File: config.mk
export PLATFORM = sky130hd
export DESIGN_NAME = capture_writer_flat
export DESIGN_NICKNAME = d
export VERILOG_FILES = /design/src/rtl/caf_capture_pkg.sv /design/src/rtl/capture_writer_if.sv /design/src/rtl/capture_writer.sv /design/src/flat_wrapper.sv
export SDC_FILE = /design/constraint.sdc
export NUM_CORES = 1
export LEC_CHECK = 0
export BUFFER_PORTS_ARGS = -buffer_cell sky130_fd_sc_hd__buf_2
export CAP_MARGIN = 20
export CORE_ASPECT_RATIO = 1.2
export CORE_MARGIN = 2
export CORE_UTILIZATION = 50
export DETAILED_ROUTE_END_ITERATION = 8
export PLACE_DENSITY = 0.77
export SYNTH_ARGS = -nofsm -noshare
export SYNTH_HDL_FRONTEND = slang
export SYNTH_SLANG_ARGS = --single-unit
File: constraint.sdc
create_clock -name clk -period 4.2 [get_ports clk]
set_clock_uncertainty 0.2 [all_clocks]
set_input_delay 0.21 -clock clk [delete_from_list [all_inputs] [get_ports clk]]
set_output_delay 0.21 -clock clk [all_outputs]
set_load 0.05 [all_outputs]
File: src/rtl/caf_capture_pkg.sv
// Shared types and default sizing for the I/Q capture writer.
//   capture_state_t : writer FSM states
//   WDATA_W         : width of one {i,q} buffer word
package caf_capture_pkg;

  localparam int unsigned BUFFER_LENGTH  = 10;
  localparam int unsigned INDEX_BITS     = 4;
  localparam int unsigned I_BITS         = 12;
  localparam int unsigned Q_BITS         = 12;
  localparam int unsigned DECIM_BITS     = 8;
  localparam int unsigned TIMEOUT_CYCLES = 64;
  localparam int unsigned WDATA_W        = I_BITS + Q_BITS;

  typedef enum logic [2:0] {
    IDLE    = 3'd0,
    ARMED   = 3'd1,
    CAPTURE = 3'd2,
    DRAIN   = 3'd3,
    DONE    = 3'd4
  } capture_state_t;

endpackage

File: src/rtl/capture_writer_if.sv
// Sample stream plus buffer write/response bus of the capture writer.
//   s_valid/s_i/s_q            : incoming I/Q sample stream
//   m_axi_waddr/wvalid/wdata   : buffer write port (writer drives)
//   s_axi_wready               : buffer can accept a write
//   s_axi_bvalid/bresp         : write response pulse and error flag
//   m_axi_bready               : writer accepts responses
// master = capture writer side, slave = source/buffer side.
interface capture_writer_if #(
  parameter int unsigned index_bits = caf_capture_pkg::INDEX_BITS,
  parameter int unsigned i_bits     = caf_capture_pkg::I_BITS,
  parameter int unsigned q_bits     = caf_capture_pkg::Q_BITS
);

  localparam int unsigned WD_W = i_bits + q_bits;

  logic                     s_valid;
  logic signed [i_bits-1:0] s_i;
  logic signed [q_bits-1:0] s_q;
  logic [index_bits-1:0]    m_axi_waddr;
  logic                     m_axi_wvalid;
  logic [WD_W-1:0]          m_axi_wdata;
  logic                     s_axi_wready;
  logic                     s_axi_bvalid;
  logic                     s_axi_bresp;
  logic                     m_axi_bready;

  modport master (
    input  s_valid, s_i, s_q, s_axi_wready, s_axi_bvalid, s_axi_bresp,
    output m_axi_waddr, m_axi_wvalid, m_axi_wdata, m_axi_bready
  );

  modport slave (
    output s_valid, s_i, s_q, s_axi_wready, s_axi_bvalid, s_axi_bresp,
    input  m_axi_waddr, m_axi_wvalid, m_axi_wdata, m_axi_bready
  );

endinterface

File: src/rtl/capture_writer.sv
// Capture writer: once armed and triggered, writes buffer_length selected
// (decimated) I/Q samples to buffer addresses 0..buffer_length-1, then
// waits for all write responses (bounded by a timeout).
//   clk, rst        : clock, async active-high reset
//   arm, trigger    : start request / capture start qualifier
//   decim           : keep every (decim+1)th valid sample, latched on arm
//   bus (master)    : sample stream in, buffer write + response port
//   busy, done      : capture in progress / capture complete
//   overflow, error : sticky dropped-sample / bad-response-or-timeout flags
//   wr_count        : words written this capture
module capture_writer
  import caf_capture_pkg::*;
#(
  parameter int unsigned buffer_length  = BUFFER_LENGTH,
  parameter int unsigned index_bits     = INDEX_BITS,
  parameter int unsigned i_bits         = I_BITS,
  parameter int unsigned q_bits         = Q_BITS,
  parameter int unsigned decim_bits     = DECIM_BITS,
  parameter int unsigned timeout_cycles = TIMEOUT_CYCLES
) (
  input  logic                  clk,
  input  logic                  rst,
  input  logic                  arm,
  input  logic                  trigger,
  input  logic [decim_bits-1:0] decim,
  capture_writer_if.master      bus,
  output logic                  busy,
  output logic                  done,
  output logic                  overflow,
  output logic                  error,
  output logic [index_bits:0]   wr_count
);

  localparam int unsigned CNT_W = index_bits + 1;
  localparam int unsigned TO_W  = $clog2(timeout_cycles + 1);
  localparam int unsigned WD_W  = i_bits + q_bits;

  capture_state_t        r_state;
  capture_state_t        w_state_nxt;

  logic [decim_bits-1:0] r_decim;
  logic [decim_bits-1:0] r_dec_cnt;
  logic [CNT_W-1:0]      r_wr_count;
  logic [CNT_W-1:0]      r_resp_cnt;
  logic [TO_W-1:0]       r_to_cnt;
  logic                  r_wvalid;
  logic [index_bits-1:0] r_waddr;
  logic [WD_W-1:0]       r_wdata;
  logic                  r_bready;
  logic                  r_busy;
  logic                  r_done;
  logic                  r_overflow;
  logic                  r_error;

  logic [CNT_W-1:0]      w_resp_nxt;
  logic                  w_resp_full;
  logic                  w_arm_ok;
  logic                  w_sampling;
  logic                  w_sel;
  logic                  w_issue;
  logic                  w_drop;
  logic                  w_last;
  logic                  w_timeout;

  // State register
  always_ff @(posedge clk or posedge rst) begin
    if (rst) r_state <= IDLE;
    else     r_state <= w_state_nxt;
  end

  // Next state and per-cycle strobes
  always_comb begin
    w_state_nxt = r_state;
    w_arm_ok    = 1'b0;
    w_sampling  = 1'b0;
    w_timeout   = 1'b0;
    // Counting the current response lets a same-cycle bvalid close the drain.
    w_resp_nxt  = r_resp_cnt + CNT_W'(bus.s_axi_bvalid);
    w_resp_full = (w_resp_nxt == CNT_W'(buffer_length));

    case (r_state)
      IDLE, DONE: begin
        if (arm) begin
          w_arm_ok    = 1'b1;
          w_state_nxt = ARMED;
        end
      end
      ARMED: begin
        // The trigger cycle's sample is the first sample of the capture.
        if (trigger) begin
          w_sampling  = 1'b1;
          w_state_nxt = CAPTURE;
        end
      end
      CAPTURE: w_sampling = 1'b1;
      DRAIN: begin
        if (w_resp_full) begin
          w_state_nxt = DONE;
        end else if (r_to_cnt == TO_W'(timeout_cycles - 1)) begin
          w_timeout   = 1'b1;
          w_state_nxt = DONE;
        end
      end
      default: w_state_nxt = IDLE;
    endcase

    w_sel   = w_sampling && bus.s_valid && (r_dec_cnt == '0);
    w_issue = w_sel && bus.s_axi_wready;
    w_drop  = w_sel && !bus.s_axi_wready;
    w_last  = w_issue && (r_wr_count == CNT_W'(buffer_length - 1));

    if (w_last) w_state_nxt = DRAIN;
  end

  // Counters, sticky flags and capture setup
  always_ff @(posedge clk or posedge rst) begin
    if (rst) begin
      r_decim    <= '0;
      r_dec_cnt  <= '0;
      r_wr_count <= '0;
      r_resp_cnt <= '0;
      r_overflow <= 1'b0;
      r_error    <= 1'b0;
    end else if (w_arm_ok) begin
      r_decim    <= decim;
      r_dec_cnt  <= '0;
      r_wr_count <= '0;
      r_resp_cnt <= '0;
      r_overflow <= 1'b0;
      r_error    <= 1'b0;
    end else begin
      if (w_sampling && bus.s_valid)
        r_dec_cnt <= (r_dec_cnt == r_decim) ? '0 : r_dec_cnt + decim_bits'(1);
      if (w_issue)
        r_wr_count <= r_wr_count + CNT_W'(1);
      if (w_drop)
        r_overflow <= 1'b1;
      if (r_busy && bus.s_axi_bvalid) begin
        r_resp_cnt <= w_resp_nxt;
        if (bus.s_axi_bresp) r_error <= 1'b1;
      end
      if (w_timeout)
        r_error <= 1'b1;
    end
  end

  // Drain timeout counter, zero outside DRAIN
  always_ff @(posedge clk or posedge rst) begin
    if (rst)                  r_to_cnt <= '0;
    else if (r_state == DRAIN) r_to_cnt <= r_to_cnt + TO_W'(1);
    else                      r_to_cnt <= '0;
  end

  // Registered write port and status outputs
  always_ff @(posedge clk or posedge rst) begin
    if (rst) begin
      r_wvalid <= 1'b0;
      r_waddr  <= '0;
      r_wdata  <= '0;
      r_bready <= 1'b0;
      r_busy   <= 1'b0;
      r_done   <= 1'b0;
    end else begin
      r_wvalid <= w_issue;
      if (w_issue) begin
        r_waddr <= r_wr_count[index_bits-1:0];
        r_wdata <= {bus.s_i, bus.s_q};
      end
      r_bready <= (w_state_nxt != IDLE);
      r_busy   <= (w_state_nxt == ARMED) || (w_state_nxt == CAPTURE) ||
                  (w_state_nxt == DRAIN);
      r_done   <= (w_state_nxt == DONE);
    end
  end

  assign bus.m_axi_wvalid = r_wvalid;
  assign bus.m_axi_waddr  = r_waddr;
  assign bus.m_axi_wdata  = r_wdata;
  assign bus.m_axi_bready = r_bready;
  assign busy             = r_busy;
  assign done             = r_done;
  assign overflow         = r_overflow;
  assign error            = r_error;
  assign wr_count         = r_wr_count;

endmodule

File: src/flat_wrapper.sv
// flat-port wrapper written by rule: the top's interface ports become plain ports
module capture_writer_flat import caf_capture_pkg::*;
#(
  parameter int unsigned buffer_length  = BUFFER_LENGTH,
  parameter int unsigned index_bits     = INDEX_BITS,
  parameter int unsigned i_bits         = I_BITS,
  parameter int unsigned q_bits         = Q_BITS,
  parameter int unsigned decim_bits     = DECIM_BITS,
  parameter int unsigned timeout_cycles = TIMEOUT_CYCLES
)
  (clk, rst, arm, trigger, decim, busy, done, overflow, error, wr_count, bus_s_valid, bus_s_i, bus_s_q, bus_s_axi_wready, bus_s_axi_bvalid, bus_s_axi_bresp, bus_m_axi_waddr, bus_m_axi_wvalid, bus_m_axi_wdata, bus_m_axi_bready);
  capture_writer_if #(.index_bits(index_bits), .i_bits(i_bits), .q_bits(q_bits)) bus_i ();
  input  logic clk;
  input  logic rst;
  input  logic arm;
  input  logic trigger;
  input  logic [decim_bits-1:0] decim;
  output logic busy;
  output logic done;
  output logic overflow;
  output logic error;
  output logic [index_bits:0] wr_count;
  input wire logic [$bits(bus_i.s_valid)-1:0] bus_s_valid;
  input wire logic [$bits(bus_i.s_i)-1:0] bus_s_i;
  input wire logic [$bits(bus_i.s_q)-1:0] bus_s_q;
  input wire logic [$bits(bus_i.s_axi_wready)-1:0] bus_s_axi_wready;
  input wire logic [$bits(bus_i.s_axi_bvalid)-1:0] bus_s_axi_bvalid;
  input wire logic [$bits(bus_i.s_axi_bresp)-1:0] bus_s_axi_bresp;
  output wire logic [$bits(bus_i.m_axi_waddr)-1:0] bus_m_axi_waddr;
  output wire logic [$bits(bus_i.m_axi_wvalid)-1:0] bus_m_axi_wvalid;
  output wire logic [$bits(bus_i.m_axi_wdata)-1:0] bus_m_axi_wdata;
  output wire logic [$bits(bus_i.m_axi_bready)-1:0] bus_m_axi_bready;
  assign bus_i.s_valid = bus_s_valid;
  assign bus_i.s_i = bus_s_i;
  assign bus_i.s_q = bus_s_q;
  assign bus_i.s_axi_wready = bus_s_axi_wready;
  assign bus_i.s_axi_bvalid = bus_s_axi_bvalid;
  assign bus_i.s_axi_bresp = bus_s_axi_bresp;
  assign bus_m_axi_waddr = bus_i.m_axi_waddr;
  assign bus_m_axi_wvalid = bus_i.m_axi_wvalid;
  assign bus_m_axi_wdata = bus_i.m_axi_wdata;
  assign bus_m_axi_bready = bus_i.m_axi_bready;
  capture_writer #(.buffer_length(buffer_length), .index_bits(index_bits), .i_bits(i_bits), .q_bits(q_bits), .decim_bits(decim_bits), .timeout_cycles(timeout_cycles)) u_core (.clk(clk), .rst(rst), .arm(arm), .trigger(trigger), .decim(decim), .bus(bus_i), .busy(busy), .done(done), .overflow(overflow), .error(error), .wr_count(wr_count));
endmodule
==> flow_summary.yaml, run 1 <==
synth:
  ys_types: 41
  yosysSeqAreaShare_pct: 55.23
  ys.flop_type: "dfrtp_1"
  async_flop_share_pct: 100.0
  yosys_register_bits: 70
  yosys_warnings: 0
  synth_cells: 282
  synth-edff-count: 0
  syn_nets: 329
  avgSynthCellArea_um2: 11.25
  netlist_area_mm2: 0.003172
clocking:
  cts_sinks: 70
  clk_pin_slew_ns: 0.08
  htree_levels: 3
  post_cts_buffers: 0
  cts_tree: "built"
  cts-buffers-inserted: 9
  cts_root_buffer: "clkbuf_8"
  cts.path.max_buffers: 2
  insertion_delay_ns: 0.34
  cts-resized-gates: 0
floorplanning:
  die_area_mm2: 0.006999
  coreArea_mm2: 0.006090
  die_h_um: 91.25
  placementRows: 31
  start_util_pct: 52.09
  io_pins: 79
  die_w_um: 76.71
worst_setup_path:
  ff2ff_path_depth: 7
  critPathLaunch: "bus_s_axi_bvalid"
  critPathCaptureType: "flop"
  worstPathArrival_ns: 2.81
  ff2ff_setup_slack_ns: 1.43
  critPathRequiredTime_ns: 4.23
  crit-reg2reg-launch: "u_core.r_dec_cnt[0]$_DFFE_PP0P_"
  cp_max_fo: 6
  cp-start-kind: "input port"
  r2r_end: "u_core.wr_count[4]$_DFFE_PP0P_"
  worst-setup-path-type: "in2reg"
detailed_routing:
  drc: 0
  wl_per_cell_um: 14.41
  drt-initial-drc-count: 201
  ant_nets: 0
  vias: 2539
  first_pass_iters: 4
  finalWirelength_um: 7048
  via_per_inst: 5.192
hold_path:
  min_to: "u_core.overflow$_DFFE_PP0P_"
  hold_class: "in2reg"
  hold_path_startpoint: "bus_s_axi_wready"
  hold_path_depth: 4
timing:
  hold_slack_ns: 0.02649
  fin_crit_ns: 2.781
  maxSlewViolCount: 0
  timing.fmax_ghz: 0.3595
  max_slew.worst_pin.slew_ns: 0.8217
  tns_ns: 0
  hold_violations: 0
  max-slew-margin-rel_pct: 44.45
  rsz0062_at_grt: "false"
  fin_crit_sh_pct: 66.23
  setup_viol: 0
global_routing:
  grt_pass1_vias: 2645
  grt_pass1_wl_um: 12130
  overflow: 0
  grt_max_degree: 46
  grt.total_usage_pct: 21.75
  antenna_found_initial: 0
layout:
  area_growth_pct: 32.78
  nFillCells: 480
  num-nets-final: 449
  drive_gt1_share_pct: 32.19
  antenna_cells: 0
placement:
  place_congestion: 0.8436
  dp_hpwl_um: 4475
  io_buffer_count: 78
job:
  max_cap_violations: 0
power_and_ir_drop:
  ir_drop_mv: 0.3446
  cellLeakagePower_nw: 2.099
  power_density_mw_per_mm2: 621.4
status:
  status: "completed"
## cell usage after synthesis (5+ instances only)
| cell | number | area, um2 |
|---|---|---|
| clkbuf_1 | 5 | 18.77 |
| nand3_1 | 12 | 60.06 |
| o21ai_0 | 16 | 80.08 |
| a22o_1 | 5 | 43.79 |
| xnor2_1 | 10 | 87.58 |
| inv_1 | 10 | 37.54 |
| a21oi_1 | 9 | 45.04 |
| nor2_1 | 18 | 67.56 |
| ha_1 | 7 | 87.58 |
| dfrtp_1 | 70 | 1752 |
| nand2_1 | 33 | 123.9 |
| xor2_1 | 7 | 61.31 |
| mux2_2 | 26 | 292.8 |
## worst max-delay path by stage
stage               cells after the start                                    end  slack (ns)
floorplan                               7  u_core.bus.m_axi_wdata[8]$_DFFE_PP0P_        1.92
global placement                        7         u_core.wr_count[3]$_DFFE_PP0P_        1.54
detailed placement                      7         u_core.wr_count[4]$_DFFE_PP0P_        1.45
CTS                                     7         u_core.wr_count[4]$_DFFE_PP0P_        1.43
global route                            9            u_core.r_state[0]$_DFF_PP0_        1.14
finish                                  9            u_core.r_state[0]$_DFF_PP0_        1.42
## sequential cells by signal, summed over array words and instances (netlist names)
signal	count
u_core.done	1
u_core.wr_count	5
u_core.busy	1
u_core.r_decim	8
u_core.bus.m_axi_bready	1
u_core.bus.m_axi_wdata	24
u_core.r_state	3
u_core.r_resp_cnt	5
u_core.r_dec_cnt	8
u_core.bus.m_axi_wvalid	1
u_core.r_to_cnt	7
u_core.error	1
u_core.overflow	1
u_core.bus.m_axi_waddr	4
## logic make-up (layout without fill, tap and decap cells)
kind of cell,Yosys count,count (layout),synth area share (%)
adders and majority gates,7,7,2.761
muxes,28,28,10.18
AOI/OAI and AO/OA,45,45,8.915
xor gates and xnor gates,17,17,4.694
and+or+nand+nor,96,96,15.54
DFF,70,70,55.23
buffers and inverters,19,144,2.683
## per-stage QoR
stage                     utilization [%]  std cells  cell area, um2  power (W)  setup WS, ns
final                               69.16        489            4212   0.002617         1.419
after global placement              59.65        435            3632   0.002036         1.536
after CTS                           68.83        488            4192   0.002629         1.430
after detailed placement            59.65        435            3632   0.002070         1.452
after global routing                69.16        489            4212   0.002775         1.140
after floorplan                         -        282            3172   0.001822         1.924
## layer usage
layer  vias up  global-route usage (%)  share of wire (%)
met2        62                   36.77                 51
met4         0                   7.879                1.9
met5         -                       0                  0
met3        14                   5.567                4.6
met1      1243                   26.86                 43
li1       1220                       -                  -
## where the power goes
part | total [W] | switching [W] | internal [W]
sequential | 0.00103 | 0.000170 | 0.000865
clock | 0.000527 | 0.000254 | 0.000273
combinational | 0.00105 | 0.000692 | 0.000363
total | 0.00262 | 0.00112 | 0.00150
## area by class of cell
class | count | area [um2] | share of cell area, %
clock buffers | 10 | 127.6 | 3.030
clock inverters | 6 | 61.31 | 1.456
inverters | 10 | 37.54 | 0.8913
multi-input cells | 193 | 1335 | 31.70
flip-flops and latches | 70 | 1752 | 41.59
well taps | 82 | 102.6 | 2.436
repair buffers | 118 | 795.8 | 18.89
## layout by cell type, fill, tap and decap left out, types with 5 or more instances in the layout
cell type	instances
nand3_1	12
dlygate4sd3_1	37
xor2_1	7
nor2_1	18
ha_1	7
xnor2_1	10
buf_2	78
inv_1	9
a21oi_1	9
a22o_1	5
mux2_2	26
o21ai_0	16
dfrtp_1	70
nand2_1	33
clkbuf_8	9
## what timing repair did
action | 4_1_cts | 5_1_grt
hold buffers | 37 | 0
endpoints found under the hold margin | 82 | 0
endpoints found under the setup margin | 0 | 0
## worst max-delay path, stage by stage
cell	delay, ns
dlygate4sd3_1	0.53
buf_2	0.16
ha_1	0.22
ha_1	0.22
nor3_1	0.19
a31oi_1	0.06
nor4b_1	0.69
o32ai_1	0.26
a31o_2	0.26
No activity file was read; power rests on OpenSTA's default activity.
==> inputs of run 2 (changes only) <==
==> constraint.sdc (replaced) <==
create_clock -name clk -period 2.6 [get_ports clk]
set_clock_uncertainty 0.2 [all_clocks]
set_input_delay 0.13 -clock clk [delete_from_list [all_inputs] [get_ports clk]]
set_output_delay 0.13 -clock clk [all_outputs]
set_load 0.05 [all_outputs]
==> run 2 against run 1 <==
Critical path depth down 2. Register-to-register slack lost 1.3 ns. Critical endpoint is now u_core.bus.m_axi_wdata[2]$_DFFE_PP0P_. Combinational power is 65% higher. Critical path type is now reg2reg. Final cell count rose by 1.2%. Setup slack worse by 1.3 ns.
==> flow_summary.yaml, run 2 (synthesis results as in run 1) <==
detailed_routing:
  drc: 0
  finalWirelength_um: 7133
  vias: 2573
  wl_per_cell_um: 14.41
  ant_nets: 0
  wl_met2_um: 3763
  via_per_inst: 5.198
  wl_met1_um: 2889
  first_pass_iters: 4
  met3WireLength_um: 364
  highest_layer: "met4"
  drt-initial-drc-count: 177
floorplanning:
  die_w_um: 76.71
  placementRows: 31
  start_util_pct: 52.09
  die_area_mm2: 0.006999
  coreArea_mm2: 0.006090
  die_h_um: 91.25
  io_pins: 79
clocking:
  cts-buffers-inserted: 9
  insertion_delay_ns: 0.35
  cts-resized-gates: 0
  cts.path.max_buffers: 2
  cts_tree: "built"
  cts_root_buffer: "clkbuf_8"
  cts_sinks: 70
  htree_levels: 3
  clk_pin_slew_ns: 0.07
status:
  status: "completed"
timing:
  timing.fmax_ghz: 0.4041
  max-slew-margin-rel_pct: 64.61
  tns_ns: 0
  rsz0062_at_grt: "false"
  max_slew.worst_pin.slew_ns: 0.5273
  fin_crit_sh_pct: 95.17
  fin_crit_ns: 2.474
  setup_viol: 0
  maxSlewViolCount: 0
  hold_violations: 0
layout:
  seq_area_mm2: 0.001752
  post-route-util_pct: 69.76
  final_common_cell: "buf_2"
  largest_reg_flops: 24
  num-nets-final: 456
  area_growth_pct: 33.92
  fin_cells: 495
  mostFrequentLayoutCells: "buf_2 (78), dfrtp_1 (70), dlygate4sd3_1 (39)"
  nFillCells: 433
  antenna_cells: 0
  drive_gt1_share_pct: 32.69
  multi_input_area_mm2: 0.001335
worst_setup_path:
  worstPathArrival_ns: 2.51
  critPathRequiredTime_ns: 2.63
  worst-setup-path-type: "reg2reg"
  critPathLaunch: "u_core.r_dec_cnt[0]$_DFFE_PP0P_"
  ff2ff_setup_slack_ns: 0.13
  cp-start-kind: "flop"
  crit-reg2reg-launch: "u_core.r_dec_cnt[0]$_DFFE_PP0P_"
  cp_max_fo: 13
  crit_slowest_cell: "or4b_4"
  critPathCaptureType: "flop"
  cp_cell_sequence: "inv_1 -> ha_1 -> or4b_4 -> nor4_4 -> nand3_4 -> buf_4 -> mux2_2"
  worst_path_largest_cell_delay_ns: 0.47
global_routing:
  grt_pass1_wl_um: 12000
  antenna_found_initial: 0
  grt_max_degree: 51
  grt_pass1_vias: 2619
  grt.total_usage_pct: 21.71
  overflow: 0
placement:
  place_congestion: 0.8517
  dp_cells: 441
  io_buffer_count: 78
  dp_hpwl_um: 4644
power_and_ir_drop:
  finalPower_w: 0.004126
  ir_drop_mv: 0.5580
  cellLeakagePower_nw: 2.125
  power_density_mw_per_mm2: 971.3
hold_path:
  hold_path_startpoint: "bus_s_valid"
  hold_class: "in2reg"
job:
  max_cap_violations: 0
-- run 2: changes by cell type in the layout (fill, tap and decap cells not counted), sizes merged --
cell and delta:
buf +5, inv -1, bufinv -1, dlygate4sd3 +2
clkinv +1
-- run 2: worst max-delay path: cells and delay by family, from the launching register on --
| kind | cells | cell delay, ns |
|---|---|---|
| and+or+nand+nor | 3 | 0.94 |
| buffers and inverters | 2 | 0.35 |
| adders and majority gates | 1 | 0.14 |
| DFF | 1 | 0.42 |
| muxes | 1 | 0.28 |
-- run 2: layout make-up --
type                       instances  area share, %
sequential                        70          41.24
clock buffer                      10          3.004
inverter                          10         0.8837
multi-input combinational        193          31.43
tap                               82          2.415
clock inverter                     5         0.6480
timing repair buffer             125          20.38
-- run 2: stage by stage --
stage | worst slack, ns | area [um2] | hold slack (ns)
after floorplan | 0.3239 | 3172 | 0.03544
after global placement | 0.2006 | 3702 | -0.03846
after detailed placement | 0.1318 | 3702 | -0.02978
after CTS | 0.1237 | 4248 | 0.02973
after global routing | 0.02048 | 4248 | 0.05488
final | 0.1256 | 4248 | 0.01976
-- run 2: per-layer routing --
metal | vias to the layer above | track usage [%]
met2 | 65 | 38.74
met1 | 1262 | 25.05
met3 | 11 | 6.064
met5 | - | 0
li1 | 1235 | -
met4 | 0 | 6.970
-- run 2: timing repair --
action                                 CTS  global route
endpoints found under the hold margin   65             0
setup buffers                            0             0
hold buffers                            39             0
-- run 2: worst paths after layout --
kind | depth (start not counted) | end
worst max register to register | 7 | u_core.bus.m_axi_wdata[2]$_DFFE_PP0P_
worst min-delay path | 5 | u_core.r_dec_cnt[1]$_DFFE_PP0P_
worst min register to register | 1 | u_core.r_to_cnt[0]$_DFF_PP0_
worst max-delay path | 7 | u_core.bus.m_axi_wdata[2]$_DFFE_PP0P_
min in group asynchronous | 3 | u_core.bus.m_axi_wdata[15]$_DFFE_PP0P_
max in group asynchronous | 4 | u_core.wr_count[2]$_DFFE_PP0P_
-- run 2: power by group --
part	internal, W	switching (W)	total [W]	leakage (nW)
Clock	0.000334	0.000390	0.000723	0.0817
Combinational	0.000603	0.00112	0.00173	1.13
Sequential	0.00140	0.000277	0.00167	0.910
==> inputs of run 3 (changes only) <==
==> constraint.sdc (replaced) <==
create_clock -name clk -period 2.6 [get_ports clk]
set_clock_uncertainty 0.2 [all_clocks]
set_input_delay 0.65 -clock clk [delete_from_list [all_inputs] [get_ports clk]]
set_output_delay 0.65 -clock clk [all_outputs]
set_load 0.05 [all_outputs]
==> run 3 against run 2 <==
Design area fell by 8.5%. Final cell count shrank 7.7%. Worst hold slack better by 0.098 ns. Clock-buffer cell count rose by 1. First-iteration DRC count fell by 29%. Routed wire length down 13%. Clock power increased by 18%. Maximum frequency increased by 5.2%. Sequential power is essentially flat. Register-to-register slack better by 0.12 ns.
==> flow_summary.yaml, run 3 (synthesis results as in run 1) <==
status:
  status: "completed"
layout:
  multi_input_area_mm2: 0.001335
  largest_reg_flops: 24
  num-nets-final: 417
  antenna_cells: 0
  fin_area_mm2: 0.003885
  final_common_cell: "buf_2"
  drive_gt1_share_pct: 36.00
  nFillCells: 512
  area_growth_pct: 22.49
  seq_area_mm2: 0.001752
  mostFrequentLayoutCells: "buf_2 (78), dfrtp_1 (70), nand2_1 (33)"
  post-route-util_pct: 63.80
placement:
  io_buffer_count: 78
  place_area_mm2: 0.003694
  place_congestion: 0.7870
  dp_hpwl_um: 4549
clocking:
  clk_pin_slew_ns: 0.08
  htree_levels: 3
  cts_root_buffer: "clkbuf_8"
  cts-buffers-inserted: 9
  post_cts_buffers: 0
  insertion_delay_ns: 0.35
  holdBufCountCts: 0
  cts_sinks: 70
  cts_tree: "built"
  cts-resized-gates: 0
  cts.path.max_buffers: 2
floorplanning:
  die_h_um: 91.25
  io_pins: 79
  coreArea_mm2: 0.006090
  start_util_pct: 52.09
  die_area_mm2: 0.006999
  placementRows: 31
  die_w_um: 76.71
global_routing:
  grt_max_degree: 50
  overflow: 0
  antenna_found_initial: 0
  grt.total_usage_pct: 19.38
  grt_pass1_wl_um: 10740
  grt_pass1_vias: 2426
worst_setup_path:
  worstPathArrival_ns: 2.39
  cp-start-kind: "flop"
  critPathCaptureType: "flop"
  ff2ff_setup_slack_ns: 0.25
  critPathRequiredTime_ns: 2.64
  worst-setup-path-type: "reg2reg"
  cp_max_fo: 13
timing:
  tns_ns: 0
  max-slew-margin-rel_pct: 64.74
  max_slew.worst_pin.slew_ns: 0.5249
  fin_crit_ns: 2.352
  hold_slack_ns: 0.1178
  timing.fmax_ghz: 0.4252
  fin_crit_sh_pct: 90.46
  rsz0062_at_grt: "false"
  hold_violations: 0
  maxSlewViolCount: 0
  setup_viol: 0
power_and_ir_drop:
  p_sw_w: 0.001772
  cellLeakagePower_nw: 1.960
  seq_power_share_pct: 39.9
  swShare_pct: 42.49
  finalPower_w: 0.004170
  power_density_mw_per_mm2: 1073
  internal_power_w: 0.002398
  p_clk_share_pct: 20.5
  combPwrFrac_pct: 39.6
  ir_drop_mv: 0.7533
detailed_routing:
  drt-initial-drc-count: 126
  vias: 2366
  first_pass_iters: 4
  finalWirelength_um: 6226
  via_per_inst: 5.177
  drc: 0
  wl_per_cell_um: 13.62
  ant_nets: 0
hold_path:
  hold_class: "in2async"
job:
  max_cap_violations: 0
run 3: cell count changes in the layout (fill, tap and decap cells not counted), sizes merged:
cell	previous run	this run
bufinv	0	1
clkbuf	10	11
clkinv	4	3
clkinvlp	1	2
dlygate4sd3	39	0
inv	10	9
run 3: layer usage:
layer  track usage, %  up-vias  wire length (um)
li1                 -     1153                 -
met1            22.63     1144              2644
met2            33.26       56              3143
met3            6.262       13               330
met4            6.970        0               108
met5                0        -                 0
run 3: area by class of cell:
| cell class | count | area share [%] |
|---|---|---|
| Timing Repair Buffer | 86 | 11.92 |
| Tap cell | 82 | 2.641 |
| Inverter | 10 | 1.063 |
| Clock inverter | 5 | 1.546 |
| Sequential cell | 70 | 45.09 |
| Multi-Input combinational cell | 193 | 34.36 |
| Clock buffer | 11 | 3.382 |
run 3: worst max-delay path: stages (launching register included):
cell	delay [ns]
dfrtp_1	0.42
inv_1	0.09
ha_1	0.14
or4b_4	0.47
nor4_4	0.25
nand3_4	0.14
buf_4	0.23
mux2_4	0.30
run 3: final timing paths:
path	start	to	cells after the start
max in group asynchronous	rst	u_core.r_decim[2]$_DFFE_PP0P_	3
hold / removal	rst	u_core.bus.m_axi_wdata[10]$_DFFE_PP0P_	2
hold reg to reg	u_core.r_to_cnt[0]$_DFF_PP0_	u_core.r_to_cnt[0]$_DFF_PP0_	1
min in group clk	u_core.r_to_cnt[0]$_DFF_PP0_	u_core.r_to_cnt[0]$_DFF_PP0_	1
setup reg to reg	u_core.r_dec_cnt[0]$_DFFE_PP0P_	u_core.bus.m_axi_wdata[8]$_DFFE_PP0P_	7
setup / recovery	u_core.r_dec_cnt[0]$_DFFE_PP0P_	u_core.bus.m_axi_wdata[8]$_DFFE_PP0P_	7
run 3: metrics by stage:
stage	setup WS [ns]	std cells
floorplan	0.1074	282
global placement	0.1242	441
detailed placement	0.01751	441
CTS	0.2464	457
global route	0.1364	457
finish	0.2481	457
run 3: power by group through the flow:
stage / logic [W] / clock network (W) / registers (W)
after floorplan: 0.000671 / 0 / 0.00227
after global placement: 0.00163 / 0 / 0.00167
after detailed placement: 0.00167 / 0 / 0.00168
after CTS: 0.00167 / 0.000877 / 0.00166
after global routing: 0.00179 / 0.000927 / 0.00171
final: 0.00165 / 0.000856 / 0.00166
